`src/rtl/fpu_pkg.sv`:
```
// Shared types and defaults for the FPU sequencer slice.
//   fpu_op_t       : FPU arithmetic op codes as driven by the main decoder
//   fpseq_state_t  : sequencer FSM states
//   *_DEF          : default latencies and latency-counter width
//   is_arith_code  : true for the codes the sequencer accepts
package fpu_pkg;

    typedef enum logic [3:0] {
        FPU_ADD = 4'h0,
        FPU_SUB = 4'h1,
        FPU_MUL = 4'h2,
        FPU_DIV = 4'h3
    } fpu_op_t;

    typedef enum logic [1:0] {
        S_IDLE,
        S_BUSY,
        S_WB
    } fpseq_state_t;

    localparam int LAT_ADD_DEF = 2;
    localparam int LAT_MUL_DEF = 4;
    localparam int LAT_DIV_DEF = 16;
    localparam int CW_DEF      = 5;

    // Codes 0..3 are the only arithmetic ops; everything else is illegal.
    function automatic logic is_arith_code(input logic [3:0] code);
        return (code[3:2] == 2'b00);
    endfunction

endpackage

```
`src/rtl/fpu_lat_lut.sv`:
```
// Latency lookup: maps an FPU op to the value loaded into the sequencer's
// down-counter on accept (latency minus one).
//   op      in   fpu_op_t  op being accepted
//   lat_m1  out  CW        counter load value
module fpu_lat_lut
    import fpu_pkg::*;
#(
    parameter int LAT_ADD = LAT_ADD_DEF,
    parameter int LAT_MUL = LAT_MUL_DEF,
    parameter int LAT_DIV = LAT_DIV_DEF,
    parameter int CW      = CW_DEF
) (
    input  fpu_op_t         op,
    output logic [CW-1:0]   lat_m1
);

    always_comb begin
        lat_m1 = '0;
        case (op)
            FPU_ADD: lat_m1 = CW'(LAT_ADD - 1);
            FPU_SUB: lat_m1 = CW'(LAT_ADD - 1);
            FPU_MUL: lat_m1 = CW'(LAT_MUL - 1);
            FPU_DIV: lat_m1 = CW'(LAT_DIV - 1);
            default: lat_m1 = '0;
        endcase
    end

endmodule

```
`src/rtl/fpu_sequencer.sv`:
```
// Multi-cycle sequencer for the FPU datapath behind the single-cycle core.
// Accepts one FP arithmetic op, stalls the core for the op's fixed latency,
// then issues a single FP register-file write. Keeps a sticky divide-by-zero
// flag.
//   clk, reset            core clock; synchronous active-low reset
//   fp_op_valid           current instruction is FPU arithmetic
//   fpu_control, fp_dst   decoder op code and destination register
//   fpu_result, fpu_dbz   datapath result / div-by-zero, valid in WB
//   clr_flags             clear sticky flags
//   stall                 hold PC / suppress core state updates
//   fpu_start             1-cycle operand-latch pulse for the FPU
//   fpu_op, fp_waddr      latched op and destination, held between ops
//   fp_we, fp_wdata       FP register-file write port (WB only)
//   busy                  FSM not idle
//   illegal_op            1-cycle pulse on an unknown op code
//   dbz_flag              sticky divide-by-zero flag
//
// state  | meaning
// S_IDLE | waiting for an FP op; accepts in the same cycle it is presented
// S_BUSY | counting down the op latency, core stalled
// S_WB   | result written back, core released
module fpu_sequencer
    import fpu_pkg::*;
#(
    parameter int LAT_ADD = LAT_ADD_DEF,
    parameter int LAT_MUL = LAT_MUL_DEF,
    parameter int LAT_DIV = LAT_DIV_DEF,
    parameter int CW      = CW_DEF
) (
    input  logic        clk,
    input  logic        reset,
    input  logic        fp_op_valid,
    input  logic [3:0]  fpu_control,
    input  logic [4:0]  fp_dst,
    input  logic [31:0] fpu_result,
    input  logic        fpu_dbz,
    input  logic        clr_flags,
    output logic        stall,
    output logic        fpu_start,
    output logic [3:0]  fpu_op,
    output logic        fp_we,
    output logic [4:0]  fp_waddr,
    output logic [31:0] fp_wdata,
    output logic        busy,
    output logic        illegal_op,
    output logic        dbz_flag
);

    fpseq_state_t  state;
    logic [CW-1:0] cnt;
    logic [CW-1:0] cnt_load;
    logic          in_idle;
    logic          in_busy;
    logic          in_wb;
    logic          arith;
    logic          accept;
    logic          dbz_set;

    fpu_lat_lut #(
        .LAT_ADD (LAT_ADD),
        .LAT_MUL (LAT_MUL),
        .LAT_DIV (LAT_DIV),
        .CW      (CW)
    ) u_lat_lut (
        .op     (fpu_op_t'(fpu_control)),
        .lat_m1 (cnt_load)
    );

    // Every combinational output is qualified by reset so that nothing is
    // asserted while reset is held, including an aborted op sitting in WB.
    always_comb begin
        in_idle    = reset && (state == S_IDLE);
        in_busy    = reset && (state == S_BUSY);
        in_wb      = reset && (state == S_WB);
        arith      = is_arith_code(fpu_control);
        accept     = in_idle && fp_op_valid && arith;
        stall      = accept || in_busy;
        fpu_start  = accept;
        illegal_op = in_idle && fp_op_valid && !arith;
        busy       = in_busy || in_wb;
        fp_we      = in_wb;
        fp_wdata   = in_wb ? fpu_result : 32'h0;
        dbz_set    = in_wb && (fpu_op == FPU_DIV) && fpu_dbz;
    end

    always_ff @(posedge clk) begin
        if (!reset) begin
            state    <= S_IDLE;
            cnt      <= '0;
            fpu_op   <= 4'h0;
            fp_waddr <= 5'h0;
            dbz_flag <= 1'b0;
        end else begin
            case (state)
                S_IDLE: begin
                    if (accept) begin
                        fpu_op   <= fpu_control;
                        fp_waddr <= fp_dst;
                        cnt      <= cnt_load;
                        state    <= S_BUSY;
                    end
                end
                S_BUSY: begin
                    cnt <= cnt - CW'(1);
                    if (cnt == CW'(1))
                        state <= S_WB;
                end
                // fp_op_valid is still high here for the same instruction;
                // returning to IDLE without looking at it avoids a re-accept.
                S_WB:    state <= S_IDLE;
                default: state <= S_IDLE;
            endcase

            // A set in the same cycle as a clear takes priority.
            if (dbz_set)
                dbz_flag <= 1'b1;
            else if (clr_flags)
                dbz_flag <= 1'b0;
        end
    end

endmodule

```
`config.mk`:
```
export PLATFORM = sky130hd
export DESIGN_NAME = fpu_sequencer
export DESIGN_NICKNAME = d
export VERILOG_FILES = /design/src/rtl/fpu_pkg.sv /design/src/rtl/fpu_lat_lut.sv /design/src/rtl/fpu_sequencer.sv
export SDC_FILE = /design/constraint.sdc
export NUM_CORES = 1
export LEC_CHECK = 0
export CAP_MARGIN = 30
export CORE_MARGIN = 1.5
export CORE_UTILIZATION = 31
export CTS_CLUSTER_DIAMETER = 150
export DETAILED_ROUTE_END_ITERATION = 6
export GPL_TIMING_DRIVEN = 0
export HOLD_SLACK_MARGIN = 0.05
export PLACE_DENSITY = 0.76
export SLEW_MARGIN = 30
export SYNTH_ARGS = -nofsm -noshare
export SYNTH_HDL_FRONTEND = slang
export SYNTH_SLANG_ARGS = --single-unit
```
`constraint.sdc`:
```
create_clock -name clk -period 1.65 [get_ports clk]
set_clock_uncertainty 0.2 [all_clocks]
set_input_delay 0.33 -clock clk [delete_from_list [all_inputs] [get_ports clk]]
set_output_delay 0.33 -clock clk [all_outputs]
set_load 0.05 [all_outputs]
```
* Word level (Yosys, flattened, before mapping)
Cells that the tools add are included.
** Cells by class
- Mux-type cells :: 9
- Order comparisons :: 0
- Reduce and logical (&&, ||, !) cells :: 20
- Shifts and indexed selects :: 0
- Equality and inequality tests :: 9
- Div/mod/pow operators :: 0
- $add $sub $neg :: 1
- Bitwise gates (word level) :: 0
- $mul :: 0
** Operator list (count)
- two-way mux 32 bit :: 1
- equality test 4 x 2 -> 1 bit (second input constant) :: 3
- one-hot mux 4 bit (3 select lines) :: 1
- one-hot mux 5 bit (2 select lines) :: 1
- logical AND 1 bit :: 8
- AND reduction 2 bit :: 3
- equality test 5 x 1 -> 1 bit (second input constant) :: 1
- two-way mux 5 bit :: 1
- subtractor 5 x 1 -> 5 bit (second input constant) :: 1
- equality test 4 x 1 -> 1 bit (second input constant) :: 1
- zero test 2 bit :: 2
- zero test 4 bit :: 1
- two-way mux 2 bit :: 2
- one-hot mux 2 bit (2 select lines) :: 1
- nonzero test 2 bit :: 2
- equality test 2 x 1 -> 1 bit (second input constant) :: 1
- equality test 2 bit (second input constant) :: 1
- logical OR 1 bit :: 2
- two-way mux 1 bit :: 2
- inequality test 2 x 1 -> 1 bit (second input constant) :: 1
- inequality test 2 bit (second input constant) :: 1
- OR reduction 2 bit :: 1
- zero test 1 bit :: 1
** Storage, ports and cells
- Register bits after elaboration :: 17
- Bits of input ports :: 46
- Bits in latches :: 0
- Memories kept :: 0
- ROM bits :: 0
- Memory bits (writable) :: 0
- Word-level logic and storage cells :: 44

* Logic depth before layout (Yosys ltp)
Gate-level depths: netlist of run 1.
- Depth in word-level cells :: 6
- Depth in mapped cells :: 5

* Cells and area by module
Synthesis of run 1 repeated with hierarchy kept, for this count alone.
** Unflattened totals
- Cell total of the unflattened synthesis :: 134
- Area total of the unflattened synthesis :: 1054.8 µm²
** Modules (own cells, without submodules)
- fpu_sequencer :: seq. area each 340.3 µm², cells each 128, instances 1, area an instance 1012.2 µm²
- fpu_lat_lut :: seq. area each 0.0 µm², cells each 6, instances 1, area an instance 42.5 µm²

* Worst setup path after synthesis of run 1
OpenSTA, ideal clock, no wires.
- Path type :: register -> output
- From :: register state[0]
- To :: output fp_wdata[22]
- Path slack :: -0.430 ns
- Stages on the path, launching flop included :: 6
- Arrival :: 1.550 ns
- Buffers on the path :: 3
- Path through :: dfxtp_1 buf_2 and3b_1 buf_2 buf_2 and2_1
** Between the ends
- Longest elaborated chain between the ends :: 3
** RTL lines
- from (decl) :: line fpu_sequencer.sv:49 : fpseq_state_t state;
- from (signal assigned) :: line fpu_sequencer.sv:88 : state <= S_IDLE;
- from (signal assigned) :: line fpu_sequencer.sv:100 : state <= S_BUSY;
- from (signal assigned) :: line fpu_sequencer.sv:106 : state <= S_WB;
- equality test 2 bit :: line fpu_sequencer.sv:74 : in_wb = reset && (state == S_WB);
- logical AND 1 bit :: line fpu_sequencer.sv:74
- via fp_we :: line fpu_sequencer.sv:41 : output logic fp_we,
- two-way mux 32 bit :: line fpu_sequencer.sv:82 : fp_wdata = in_wb ? fpu_result : 32'h0;
- to (decl) :: line fpu_sequencer.sv:43 : output logic [31:0] fp_wdata,
The timed path passes the listed nets, and every way through them passes these cells.

* Worst setup path in the final report of run 1
- From :: register state[0]
- To :: output fpu_start
** Between the ends
- Longest elaborated chain between the ends :: 4
** RTL lines
- zero test 2 bit :: line fpu_sequencer.sv:72 : in_idle = reset && (state == S_IDLE);
- logical AND 1 bit :: line fpu_sequencer.sv:72
- logical AND 1 bit (2 in series) :: line fpu_sequencer.sv:76 : accept = in_idle && fp_op_valid && arith;
- to (decl) :: line fpu_sequencer.sv:39 : output logic fpu_start,
No other way between the ends.

==> impl_metrics.yaml, run 1 <==
run_status:
  failed_checks: "setup timing"
  status: "complete, but fails checks"
yosys:
  ys_seq_area_frac: 0.318
  yosysWarnings: 0
  synth_seq_cells: 17
  yosysMostFrequentCell: "and2_1"
  avgSynthCellArea_sq_um: 7.81
  synthFlopType: "dfxtp_1"
  yosys-top-cells-area: "dfxtp_1, and2_1, a21oi_1, o21ai_0, nor2_1"
  syn-instance-count: 137
  synthDistinctLibCells: 39
  synthesis.area_sq_um: 1070
  synth_top_cell_by_area: "dfxtp_1"
  synth_enable_flop_cells: 0
  synth_top_area_share: 0.318
  syn_nets: 185
  synthArstFlopShare: 0
  synth_common_cells: "and2_1, dfxtp_1, nor2_1"
placed_design:
  gp_congestion: 0.860
  io_buffers: 92
  dp_cells: 275
  dp_slack_ns: -1.33
  dp_hpwl_um: 3220
worst_setup_path:
  rr_endpoint: "fp_waddr[0]"
  end_kind: "output port"
  crit_arrival_ns: 1.47
  cp_max_fo: 4
  cp-endpoint: "fpu_start"
  r2r_start: "state[0]"
  cp.required_ns: 1.12
  criticalPathCategory: "flop to output port"
  crit_start: "state[0]"
  rr_worst_depth: 7
  startpoint_type: "flop"
  r2r_slack_ns: -0.02
clock_network:
  cts_tree: "built"
  cts_max_level: 1
  clockBufferDepth: 2
  root_buffer: "clkbuf_4"
  path_clk_slew_ns: 0.10
  clk_latency_ns: 0.28
  cts_buffers: 3
  cts.sinks: 17
floorplanning:
  die_area_sq_um: 3810
  start_util: 0.323
  die_x_um: 61.7
  die_y_um: 61.7
  core_sq_um: 3310
  ioPinCount: 93
  row_count: 21
pwr:
  power_leakage_uw: 0.00111
  power_density_nw_per_um2: 370
  irDropWorstVdd_mv: 0.505
  p_total_uw: 1000
layout:
  ff_latch_area_sq_um: 345
  drive_above_1_share: 0.532
  multi_input_area_sq_um: 850
  utilization: 0.821
  n_fill_cell: 188
  stdcell_count: 296
  antenna_cells: 0
  syn_to_final_growth_pct: 154
  final_nets: 299
global_routing:
  grt_pass1_wl_um: 7430
  grt_max_degree: 11
  antenna_found_initial: 0
  grt_overflow_total: 0
  grt_pass1_vias: 1502
  grt_use_total: 0.265
drt:
  routed_wl_um: 5380
  viasPerCell: 5.04
  via_count: 1492
  antenna_left: 0
  first_pass_iters: 4
  wl_per_cell_um: 18.2
  drt-initial-drc-count: 42
  drc: 0
sta:
  tightest_slew_ns: 0.427
  setup_tns_ns: -11.79
  rsz0062_at_grt: "yes"
  finalHoldViolCount: 0
  slew-limit-headroom: 0.715
  setup_violations: 39
  finalCriticalPeriod_ns: 2.00
  setup_ws_ns: -0.353
  final_max_slew_viol_count: 0
  fmax_mhz: 499
  fin_crit_sh: 1.21
min_path:
  hold_class: "flop to flop"
job:
  drv_cap: 0
==> placed cells by master, fill, tap and decap left out, types with 2 or more instances in the layout <==
cell             Yosys  final
nor2_1              10      5
nand3_1              7      7
clkdlybuf4s15_2      0     13
ha_1                 2      2
nand2_1              3      2
a21oi_1              9      9
dfxtp_1             17     15
nand2b_4             0      2
inv_1                7      7
nand2b_1             4      2
o21ai_1              0      5
and3_1               2      2
and2_4               0     31
buf_8                0     38
buf_12               0      2
o21ai_0              9      3
buf_4                0     11
clkbuf_4             0      3
clkdlybuf4s50_1      0     41
nor2_4               0      5
buf_6                2     11
==> metal layers <==
layer | share of wire | routed length (um) | global-route usage
met2 | 0.52 | 2790 | 0.481
met5 | 0 | 0 | 0
met1 | 0.38 | 2070 | 0.306
met4 | 0.020 | 106 | 0.0851
met3 | 0.076 | 408 | 0.0621
==> power by group <==
part	leakage (uW)	switching, uW	internal [uW]
Sequential	0.000139	15.8	423
Clock	0.0000177	126	89.8
Combinational	0.000957	158	192
==> flip-flops by register name, summed over array words and instances, names as in the netlist <==
register / cells
cnt: 5
dbz_flag: 1
fp_waddr: 5
fpu_op: 4
state: 2
==> critical path: stages (launching register included) <==
cell and delay (ns):
dfxtp_2 0.34, buf_4 0.13, buf_6 0.11, nand4bb_1 0.20, buf_6 0.17, nor2_4 0.08
buf_6 0.16
==> stage by stage <==
stage | cell area [sq um] | hold slack (ns)
6_report | 2720 | 0.252
5_1_grt | 2720 | 0.285
4_1_cts | 2590 | 0.255
2_1_floorplan | 1200 | 0.258
3_3_place_gp | 2180 | 0.231
3_5_place_dp | 2180 | 0.237
==> repair_timing <==
item                                   CTS  global route
gates cloned                             3             1
setup endpoints to repair               57            47
pin swaps                                2             5
hold buffers                             0             0
gates resized for setup                357            25
setup buffers                           12             4
endpoints found under the hold margin    0             0
==> worst min path at each step <==
stage                   start   endpoint  slack, ns  cells past startpoint
floorplan               reset     cnt[1]       0.26                      1
global placement    fpu_op[3]  fpu_op[3]       0.23                      2
detailed placement  fpu_op[2]  fpu_op[2]       0.24                      2
CTS                 fpu_op[2]  fpu_op[2]       0.25                      2
global route            reset     cnt[1]       0.28                      2
finish              fpu_op[2]  fpu_op[2]       0.25                      2
==> area by class of cell <==
class / instances / share of cell area
clock inverters: 1 / 0.00184
repair buffers: 112 / 0.486
multi-input cells: 103 / 0.313
well taps: 46 / 0.0212
inverters: 7 / 0.00967
clock buffers: 3 / 0.00829
flip-flops and latches: 17 / 0.127
plain buffers: 7 / 0.0336
==> kinds of logic after synthesis <==
logic type | synth area share
simple gates | 0.398
compound gates | 0.171
buf+inv | 0.0807
flops | 0.318
fa+ha+maj | 0.0234
mux | 0.00936
No activity file was read; power rests on OpenSTA's default activity.
==> run 2, diff against run 1 <==
--- a/config.mk
+++ b/config.mk
@@ -13,6 +13,7 @@
 export GPL_TIMING_DRIVEN = 0
 export HOLD_SLACK_MARGIN = 0.05
 export PLACE_DENSITY = 0.76
+export SKIP_CTS_REPAIR_TIMING = 1
 export SLEW_MARGIN = 30
 export SYNTH_ARGS = -nofsm -noshare
 export SYNTH_HDL_FRONTEND = slang
==> constraint.sdc (replaced) <==
create_clock -name clk -period 1.65 [get_ports clk]
set_clock_uncertainty 0.2 [all_clocks]
set_input_delay 0.33 -clock clk [delete_from_list [all_inputs] [get_ports clk]]
set_output_delay 0.33 -clock clk [all_outputs]
set_load 0.01 [all_outputs]
==> run 2 against run 1 <==
The run still ends with setup timing left. Hold slack got worse by 0.034 ns. Critical path type unchanged. Critical endpoint is now fp_wdata[6]. Flip-flop and latch count did not move. Sequential share of layout area grew 3.4 points.
==> impl_metrics.yaml, run 2 (synthesis gave the netlist of run 1 again) <==
run_status:
  status: "complete, but fails checks"
  failed_checks: "setup timing"
worst_setup_path:
  cp_max_fo: 10
  criticalPathCategory: "flop to output port"
  end_kind: "output port"
  cp.required_ns: 1.12
  crit_arrival_ns: 1.45
  startpoint_type: "flop"
layout:
  antenna_cells: 0
  n_fill_cell: 308
  final_common_cell: "clkdlybuf4s50_1"
  reg_top3: "cnt x5, fp_waddr x5, fpu_op x4"
  syn_to_final_growth_pct: 98.7
  final_cell_mix: "clkdlybuf4s50_1, buf_2, and2_1, dfxtp_1"
  drive_above_1_share: 0.317
  final_nets: 289
  design_area_sq_um: 2130
sta:
  finalHoldViolCount: 0
  fmax_mhz: 504
  setup_violations: 37
  slew-limit-headroom: 0.679
  fin_crit_sh: 1.20
  rsz0062_at_grt: "yes"
  setup_tns_ns: -10.82
  setup_ws_ns: -0.333
  final_max_slew_viol_count: 0
  finalCriticalPeriod_ns: 1.98
  tightest_slew_ns: 0.481
global_routing:
  antenna_found_initial: 0
  grt_max_degree: 11
  grt_use_total: 0.180
  grt_pass1_wl_um: 5110
  grt_overflow_total: 0
  grt_pass1_vias: 1101
floorplanning:
  core_sq_um: 3310
  start_util: 0.323
  die_x_um: 61.7
  row_count: 21
  ioPinCount: 93
  die_y_um: 61.7
  die_area_sq_um: 3810
pwr:
  power_density_nw_per_um2: 439
  p_total_uw: 932
  p_switching_uw: 249
  p_comb_frac: 0.285
  pwr-share-clk: 0.247
  swShare: 0.267
  power_frac_seq: 0.468
  irDropWorstVdd_mv: 0.499
  power_leakage_uw: 0.00115
  internal_power_uw: 683
drt:
  first_pass_iters: 4
  drt-initial-drc-count: 55
  viasPerCell: 4.70
  antenna_left: 0
  wl_per_cell_um: 13.6
  routed_wl_um: 3890
  drc: 0
  via_count: 1345
clock_network:
  root_buffer: "clkbuf_4"
  path_clk_slew_ns: 0.10
  cts.sinks: 17
  cts_tree: "built"
  cts_max_level: 1
  clockBufferDepth: 2
  clk_latency_ns: 0.30
  cts_buffers: 3
placed_design:
  io_buffers: 92
  gp_congestion: 0.839
  placed_cell_area_sq_um: 2050
  dp_hpwl_um: 3010
job:
  drv_cap: 0
min_path:
  hold_class: "input port to flop"
## run 2: final timing paths
kind	from	to	slack, ns	cells after the start
max	state[0]	fp_wdata[6]	-0.33	6
min	reset	cnt[1]	0.22	2
max reg2reg	state[0]	cnt[2]	0.01	6
min reg2reg	fpu_op[2]	fpu_op[2]	0.25	2
## run 2: power groups by stage
stage	clock (uW)	sequential, uW	combinational (uW)
after floorplan	0	444	91.6
after global placement	0	444	237
after detailed placement	0	444	241
after CTS	236	435	242
after global routing	253	438	291
final	230	436	266
## run 2: worst max-delay path, stage by stage (launching register included)
cell and delay (ns):
dfxtp_2 0.33, buf_6 0.11, and3b_1 0.21, buf_6 0.13
buf_6 0.12, and2_1 0.13, buf_2 0.13
## run 2: area by class of cell
type	count	area [sq um]	area share
Timing Repair Buffer	101	882	0.415
Multi-Input combinational cell	103	707	0.333
Sequential cell	17	343	0.161
Buffer	8	82.6	0.0388
Tap cell	46	57.6	0.0271
Inverter	7	26.3	0.0124
Clock buffer	3	22.5	0.0106
Clock inverter	1	5.00	0.00235
## run 2: metrics by stage
step | hold slack (ns) | setup slack, ns | utilization | std cells
after floorplan | 0.258 | 0.00257 | - | 137
after global placement | 0.238 | -1.07 | 0.619 | 275
after detailed placement | 0.239 | -1.08 | 0.619 | 275
after CTS | 0.255 | -1.08 | 0.627 | 279
after global routing | 0.223 | -0.416 | 0.642 | 286
final | 0.218 | -0.333 | 0.642 | 286
## run 2: per-layer routing
metal | up-vias | part of all wire | GRT usage | routed length, um
met2 | 59 | 0.49 | 0.320 | 1910
met1 | 611 | 0.41 | 0.220 | 1610
met5 | - | 0 | 0 | 0
met3 | 4 | 0.087 | 0.0352 | 340
li1 | 671 | - | - | -
met4 | 0 | 0.0072 | 0.0547 | 28
==> run 3, diff against run 2 <==
--- a/config.mk
+++ b/config.mk
@@ -5,6 +5,7 @@
 export SDC_FILE = /design/constraint.sdc
 export NUM_CORES = 1
 export LEC_CHECK = 0
+export ABC_CLOCK_PERIOD_IN_PS = 1650
 export CAP_MARGIN = 30
 export CORE_MARGIN = 1.5
 export CORE_UTILIZATION = 31
@@ -12,6 +13,7 @@
 export DETAILED_ROUTE_END_ITERATION = 6
 export GPL_TIMING_DRIVEN = 0
 export HOLD_SLACK_MARGIN = 0.05
+export MAX_ROUTING_LAYER = met4
 export PLACE_DENSITY = 0.76
 export SKIP_CTS_REPAIR_TIMING = 1
 export SLEW_MARGIN = 30
==> run 3 against run 2 <==
The run still ends with setup timing left. Fmax about the same. Design area unchanged. Final cell count unchanged. Register-to-register slack about the same. Clock power about the same. Sequential power about the same. Largest power group unchanged. Total power about the same. Clock-buffer cell count unchanged. Die area unchanged. Flip-flop and latch count unchanged.
==> impl_metrics.yaml, run 3 (synthesis gave the netlist of run 1 again) <==
run_status:
  status: "complete, but fails checks"
  failed_checks: "setup timing"
sta:
  slew-limit-headroom: 0.673
  setup_violations: 37
  finalHoldViolCount: 0
  final_max_slew_viol_count: 0
  finalCriticalPeriod_ns: 1.98
  fmax_mhz: 504
  rsz0062_at_grt: "yes"
  setup_ws_ns: -0.333
  hold_slack_ns: 0.217
  fin_crit_sh: 1.20
  tightest_slew_ns: 0.490
global_routing:
  grt_pass1_wl_um: 5120
  grt_max_degree: 11
  grt_overflow_total: 0
  grt_pass1_vias: 1101
  grt_use_total: 0.186
  antenna_found_initial: 0
floorplanning:
  die_x_um: 61.7
  die_y_um: 61.7
  row_count: 21
  start_util: 0.323
  ioPinCount: 93
  core_sq_um: 3310
  die_area_sq_um: 3810
min_path:
  hold_class: "input port to flop"
  hold_start: "reset"
clock_network:
  clockBufferDepth: 2
  cts.sinks: 17
  cts_buffers: 3
  path_clk_slew_ns: 0.10
  clk_latency_ns: 0.30
  cts_max_level: 1
  root_buffer: "clkbuf_4"
  cts_tree: "built"
worst_setup_path:
  cp_top_family: "buffers and inverters"
  crit_start: "state[0]"
  end_kind: "output port"
  r2r_slack_ns: 0.01
  criticalPathCategory: "flop to output port"
  crit_top_cell: "buf_6"
  startpoint_type: "flop"
  cpPeakStageDelay_ns: 0.33
  r2r_start: "state[0]"
  cp_max_fo: 10
  cp_cell_sequence: "buf_6, and3b_1, buf_6, buf_6, and2_1, buf_2"
  worst_path_max_delay_cell: "dfxtp_2"
  cp.required_ns: 1.12
  crit_arrival_ns: 1.45
  crit_buf_inv: 4
layout:
  drive_above_1_share: 0.317
  utilization: 0.642
  design_area_sq_um: 2130
  n_fill_cell: 308
  antenna_cells: 0
  reg_top3: "cnt x5, fp_waddr x5, fpu_op x4"
  final_nets: 289
  final_cell_mix: "clkdlybuf4s50_1, buf_2, and2_1, dfxtp_1"
  syn_to_final_growth_pct: 98.7
  final_common_cell: "clkdlybuf4s50_1"
drt:
  first_pass_iters: 4
  via_count: 1346
  antenna_left: 0
  viasPerCell: 4.71
  drc: 0
  drt-initial-drc-count: 55
  wl_per_cell_um: 13.5
  routed_wl_um: 3870
job:
  drv_cap: 0
placed_design:
  io_buffers: 92
  dp_hpwl_um: 3010
  gp_congestion: 0.852
  placed_cell_area_sq_um: 2050
pwr:
  power_density_nw_per_um2: 439
  power_leakage_uw: 0.00115
  irDropWorstVdd_mv: 0.501
  p_total_uw: 933
## run 3: where the power goes
group | leakage (uW) | switching (uW) | internal [uW]
clock | 0.0000177 | 140 | 90.4
sequential | 0.000139 | 11.9 | 424
combinational | 0.000992 | 97.7 | 168
total | 0.00115 | 250 | 683
## run 3: worst paths after layout
check	endpoint	cells after the start
worst max-delay path	fp_wdata[6]	6
worst min-delay path	cnt[1]	2
worst max register to register	cnt[2]	6
worst min register to register	fpu_op[2]	2
## run 3: layout make-up
type / instances / area (sq um) / share of cell area
Tap cell: 46 / 57.6 / 0.0271
Clock inverter: 1 / 5.00 / 0.00235
Clock buffer: 3 / 22.5 / 0.0106
Inverter: 7 / 26.3 / 0.0124
Timing Repair Buffer: 101 / 882 / 0.415
Sequential cell: 17 / 343 / 0.161
Multi-Input combinational cell: 103 / 707 / 0.333
Buffer: 8 / 82.6 / 0.0388
## run 3: worst register-to-register path: stages (launching register included)
cell and delay [ns]:
dfxtp_2 0.33, buf_6 0.11, buf_4 0.15, and2b_2 0.22
buf_4 0.14, a221o_1 0.30, a21oi_2 0.12
## run 3: metrics by stage
stage,setup WS (ns),TNS [ns],instances
2_1_floorplan,0.00257,0,137
3_3_place_gp,-1.07,-42.27,275
3_5_place_dp,-1.08,-42.62,275
4_1_cts,-1.08,-38.84,279
5_1_grt,-0.416,-13.65,286
6_report,-0.333,-10.82,286
## run 3: routing by layer
metal | up-vias | global-route usage | part of all wire | wire (um)
li1 | 670 | - | - | -
met1 | 607 | 0.220 | 0.41 | 1580
met2 | 65 | 0.320 | 0.49 | 1900
met3 | 4 | 0.0352 | 0.093 | 361
met4 | 0 | 0.0547 | 0.0062 | 24
met5 | - | - | 0 | 0
